==> src/rtl/timebase_timer.sv <==
// timebase_timer
//   Exact-period tick generator, free-running elapsed-tick counter and N_CH
//   independent one-shot countdown timers that count in ticks.
//
//   Optional build macro: TIMEBASE_SATURATE_EN
//     defined   -> time_out sticks at all-ones until clr or rst
//     undefined -> time_out wraps to zero
//
//   Ports
//     clk       system clock
//     rst       asynchronous, active-high reset
//     clr       synchronous clear of prescaler, tick and time_out
//     pause     freezes prescaler, time_out and channel counts
//     tick      one-cycle pulse every DIV unpaused cycles
//     time_out  elapsed ticks since reset or clr
//     start     per-channel load/start strobe
//     cancel    per-channel abort strobe
//     load_val  channel i load value at [i*TMR_W +: TMR_W]
//     busy      channel is counting
//     expired   one-cycle pulse when a channel reaches zero
//     remain    remaining ticks per channel, packed like load_val
//
//   Channel FSM
//     state | meaning
//     IDLE  | not counting, remain = 0
//     RUN   | counting down on each tick, remain >= 1
module timebase_timer #(
  parameter int CLK_HZ  = 50000000,
  parameter int TICK_HZ = 1000,
  parameter int CNT_W   = 32,
  parameter int N_CH    = 2,
  parameter int TMR_W   = 16
) (
  input  logic                    clk,
  input  logic                    rst,
  input  logic                    clr,
  input  logic                    pause,
  output logic                    tick,
  output logic [CNT_W-1:0]        time_out,
  input  logic [N_CH-1:0]         start,
  input  logic [N_CH-1:0]         cancel,
  input  logic [N_CH*TMR_W-1:0]   load_val,
  output logic [N_CH-1:0]         busy,
  output logic [N_CH-1:0]         expired,
  output logic [N_CH*TMR_W-1:0]   remain
);

  localparam int DIV   = CLK_HZ / TICK_HZ;
  localparam int PRE_W = $clog2(DIV);
  localparam logic [PRE_W-1:0] PRE_LAST = PRE_W'(DIV - 1);

  typedef enum logic {IDLE = 1'b0, RUN = 1'b1} state_e;

  logic [PRE_W-1:0] pre_q, pre_d;
  logic             tick_q, tick_d;
  logic [CNT_W-1:0] time_q, time_d, time_inc;

  state_e           state_q  [N_CH];
  state_e           state_d  [N_CH];
  logic [TMR_W-1:0] remain_q [N_CH];
  logic [TMR_W-1:0] remain_d [N_CH];
  logic [N_CH-1:0]  expired_q, expired_d;

`ifdef TIMEBASE_SATURATE_EN
  assign time_inc = (&time_q) ? time_q : time_q + 1'b1;
`else
  assign time_inc = time_q + 1'b1;
`endif

  // clr beats pause and a coincident wrap
  always_comb begin
    pre_d  = pre_q;
    tick_d = 1'b0;
    time_d = time_q;
    if (clr) begin
      pre_d  = '0;
      time_d = '0;
    end else if (!pause) begin
      if (pre_q == PRE_LAST) begin
        pre_d  = '0;
        tick_d = 1'b1;
        time_d = time_inc;
      end else begin
        pre_d = pre_q + 1'b1;
      end
    end
  end

  always_ff @(posedge clk or posedge rst) begin
    if (rst) begin
      pre_q  <= '0;
      tick_q <= 1'b0;
      time_q <= '0;
    end else begin
      pre_q  <= pre_d;
      tick_q <= tick_d;
      time_q <= time_d;
    end
  end

  // Channels consume the registered tick, so a start landing in a tick
  // cycle reloads and that tick is not counted. Pause also masks a tick
  // that is already in flight so the counts truly freeze.
  always_comb begin
    expired_d = '0;
    for (int i = 0; i < N_CH; i++) begin
      state_d[i]  = state_q[i];
      remain_d[i] = remain_q[i];
      if (start[i]) begin
        if (load_val[i*TMR_W +: TMR_W] != '0) begin
          state_d[i]  = RUN;
          remain_d[i] = load_val[i*TMR_W +: TMR_W];
        end else begin
          state_d[i]   = IDLE;
          remain_d[i]  = '0;
          expired_d[i] = 1'b1;
        end
      end else if (cancel[i]) begin
        state_d[i]  = IDLE;
        remain_d[i] = '0;
      end else if (state_q[i] == RUN && tick_q && !pause) begin
        if (remain_q[i] == TMR_W'(1)) begin
          state_d[i]   = IDLE;
          remain_d[i]  = '0;
          expired_d[i] = 1'b1;
        end else begin
          remain_d[i] = remain_q[i] - 1'b1;
        end
      end
    end
  end

  always_ff @(posedge clk or posedge rst) begin
    if (rst) begin
      expired_q <= '0;
      for (int i = 0; i < N_CH; i++) begin
        state_q[i]  <= IDLE;
        remain_q[i] <= '0;
      end
    end else begin
      expired_q <= expired_d;
      for (int i = 0; i < N_CH; i++) begin
        state_q[i]  <= state_d[i];
        remain_q[i] <= remain_d[i];
      end
    end
  end

  always_comb begin
    busy   = '0;
    remain = '0;
    for (int i = 0; i < N_CH; i++) begin
      busy[i]                   = (state_q[i] == RUN);
      remain[i*TMR_W +: TMR_W]  = remain_q[i];
    end
  end

  assign tick     = tick_q;
  assign time_out = time_q;
  assign expired  = expired_q;

endmodule
==> config.mk <==
export PLATFORM = sky130hd
export DESIGN_NAME = timebase_timer
export DESIGN_NICKNAME = d
export VERILOG_FILES = /design/src/rtl/timebase_timer.sv
export SDC_FILE = /design/constraint.sdc
export NUM_CORES = 1
export LEC_CHECK = 0
export CORE_ASPECT_RATIO = 1.75
export CORE_MARGIN = 3
export CORE_UTILIZATION = 47
export DETAILED_ROUTE_END_ITERATION = 8
export HOLD_SLACK_MARGIN = 0.15
export PLACE_DENSITY = 0.76
export SLEW_MARGIN = 20
export SYNTH_ARGS = -nofsm -noshare
export SYNTH_HDL_FRONTEND = slang
export SYNTH_SLANG_ARGS = --single-unit
==> constraint.sdc <==
create_clock -name clk -period 3.35 [get_ports clk]
set_clock_uncertainty 0.15 [all_clocks]
set_input_delay 0.8375 -clock clk [delete_from_list [all_inputs] [get_ports clk]]
set_output_delay 0.8375 -clock clk [all_outputs]
set_load 0.01 [all_outputs]
==> flow_summary_export.csv <==
group,metric,value,unit
floorplan,die_h,139,µm
clocking,clock_latency,0.34,ns
place,dp_cells,740,
grt,grt_util_met2,0.4324,
critical_path,critPathLaunchType,"register",
sta,setup_viol,0,
sta,finalHoldViolCount,0,
detailed_routing,route.detailed.drc,0,
sta,fin_tns_setup,0,ns
critical_path,crit_path_end_kind,"register",
sta,fin_crit_sh,0.9323,
floorplan,dieArea,0.01140,mm²
layout,drive_above_1_share,0.06181,
logic_synthesis,ys.flop_type,"dfrtp_1",
sta,fin_crit,3.123,ns
power_and_ir_drop,power_density,410.2,mW/mm²
layout,final_common_cell,"clkdlybuf4s50_1",
critical_path,cp_max_fo,7,
critical_path,path_common_cell,"or4_1",
logic_synthesis,ys_warn_count,0,
sta,max_slew.worst_pin.slew,0.7669,ns
grt,busiest_layer,"met2",
floorplan,rows,48,
floorplan,ios,109,
clocking,clkTransAtPathRegs,0.07,ns
place,place_ws,0.2336,ns
detailed_routing,routed_via_density,6.034,
clocking,clock-sinks,85,
sta,hold_ws,0.3637,ns
outcome,outcome,"finished, final reports clean",
grt,grt.overflow.total,0,
floorplan,die_w,82,µm
logic_synthesis,synth_area,0.004751,mm²
grt,grt_pass1_vias,4693,
detailed_routing,postRouteAntennaNets,0,
sta,drv_slew,0,
power_and_ir_drop,ir_worst_vdd,0.3645,mV
grt,antenna_found_initial,0,
job,drv_cap,0,
detailed_routing,drt_iter0_drc,265,
clocking,clockBufferDepth,2,
critical_path,cp_data_arrival_time,3.19,ns
place,gp_congestion,0.9948,
power_and_ir_drop,p_sw_frac,0.2491,
place,dp_hpwl,9575,µm
clocking,post_cts_buffers,0,
critical_path,slowest_stage,"or4_1",
layout,insertedDiodeCount,0,
logic_synthesis,synth-edff-count,0,
logic_synthesis,ys_async_sr_fraction,1.000,
power_and_ir_drop,p_switching,646.2,µW
power_and_ir_drop,p_int,1.947,mW
power_and_ir_drop,p_comb_frac,0.142,
clocking,postCtsHoldBufs,0,
logic_synthesis,yosysUniqueCellTypes,56,
place,portBuffers,108,
worst_hold_path,hp-class,"reg -> reg",
critical_path,cp.required,3.42,ns
logic_synthesis,syn_avg_cell_area,9.119,µm²
sta,setup_slack,0.2268,ns
grt,grt_pass1_wl,22560,µm
clocking,cts_root_buffer,"clkbuf_16",
grt,met1_usage,0.2892,
grt,grt_start_max_net_pins,86,
sta,fmax,0.3202,GHz
logic_synthesis,syn_inst,521,
detailed_routing,routed_wl,13260,µm
power_and_ir_drop,p_total,2.594,mW
sta,slew_headroom,0.4840,
sta,rsz0062_at_grt,"no",
layout,final_nets,672,
critical_path,critPathMaxStageDelay,0.65,ns
layout,final_util,0.6420,
grt,gr-usage-met3,0.04616,
logic_synthesis,syn-num-nets,567,
clocking,htree_levels,3,
place,place_area,0.005997,mm²
power_and_ir_drop,p_seq_frac,0.438,
clocking,cts_tree,"yes",
power_and_ir_drop,power.leakage,2.531,nW
layout,area_delta_synth_final,33.10,%
detailed_routing,dr.pass1.iters,7,
power_and_ir_drop,power_frac_clock,0.419,
grt,grt_use_total,0.2488,
layout,final_cell_mix,"clkdlybuf4s50_1 (108), dfrtp_1 (85), nor2_1 (56)",
detailed_routing,num_vias,4562,
floorplan,coreArea,0.009849,mm²
logic_synthesis,seq_area_frac_synth,0.4477,
critical_path,path_cells,"or4b_1, or4_1, or4_1, nor3_1, mux2_2",
layout,fin_cells,756,
critical_path,worst-setup-path-type,"reg -> reg",
floorplan,start_util,0.4823,
logic_synthesis,synth-seq-cells,85,
detailed_routing,wl_per_cell,17.53,µm
clocking,cts_made_buffers,9,
clocking,cts_resized,0,
layout,final_area,0.006324,mm²
==> power by group through the flow <==
stage	sequential [mW]	combinational, mW	clock, mW
global placement	1.15	0.362	0
CTS	1.13	0.371	1.11
finish	1.14	0.369	1.09
detailed placement	1.15	0.369	0
global route	1.14	0.404	1.15
floorplan	1.15	0.163	0
==> flip-flops by register name, indices dropped and copies added, names as in the netlist <==
| name | count |
|---|---|
| busy | 2 |
| tick | 1 |
| time_out | 32 |
| remain | 32 |
| pre_q | 16 |
| expired | 2 |
==> synthesized netlist by cell type, types with 8 or more instances <==
cell type	number	area, µm²
nand4_1	11	68.82
nor2_1	56	210.2
a21oi_1	15	75.07
nand3_1	23	115.1
o21ai_0	22	110.1
clkbuf_1	26	97.59
or3_1	10	62.56
and3_1	8	50.05
xnor2_1	30	262.8
nor4_1	33	206.5
inv_1	17	63.81
xor2_1	11	96.34
dfrtp_1	85	2127
o311ai_0	8	70.07
nor3_1	19	95.09
nand2_1	42	157.7
==> area by class of cell <==
type	count	area (µm²)
flip-flops and latches	85	2127
clock inverters	4	70.07
multi-input cells	390	2442
fillers	847	3526
well taps	125	156.4
repair buffers	123	1206
inverters	17	65.06
clock buffers	12	256.5
==> final timing paths <==
| path | cells past startpoint | slack [ns] | end | from |
|---|---|---|---|---|
| worst max-delay path | 5 | 0.23 | time_out[30] | pre_q[7] |
| worst min-delay path | 1 | 0.36 | remain[12] | remain[12] |
| worst max register to register | 5 | 0.23 | time_out[30] | pre_q[7] |
| worst min register to register | 1 | 0.36 | remain[12] | remain[12] |
| max in group asynchronous | 3 | 1.91 | remain[10] | rst |
| min in group asynchronous | 3 | 0.76 | remain[25] | rst |
==> metal layers <==
layer  up-vias  wire (µm)
met4         0        425
met2       152       7302
met1      2244       4892
met5         -          0
met3        36        635
li1       2130          -
==> logic make-up after synthesis <==
kind of cell	count (synthesis)	synth area share
xor gates and xnor gates	41	0.07559
adders and majority gates	6	0.01580
AOI/OAI and AO/OA	95	0.1409
and+or+nand+nor	246	0.2771
muxes	2	0.004740
buffers and inverters	46	0.03819
DFF	85	0.4477
==> critical path: cells and delay by family (launching register included) <==
family | cells | cell delay (ns)
AND/OR/NAND/NOR | 4 | 2.06
flip-flops | 1 | 0.42
multiplexers | 1 | 0.36
(Power assumes the default switching activity.)
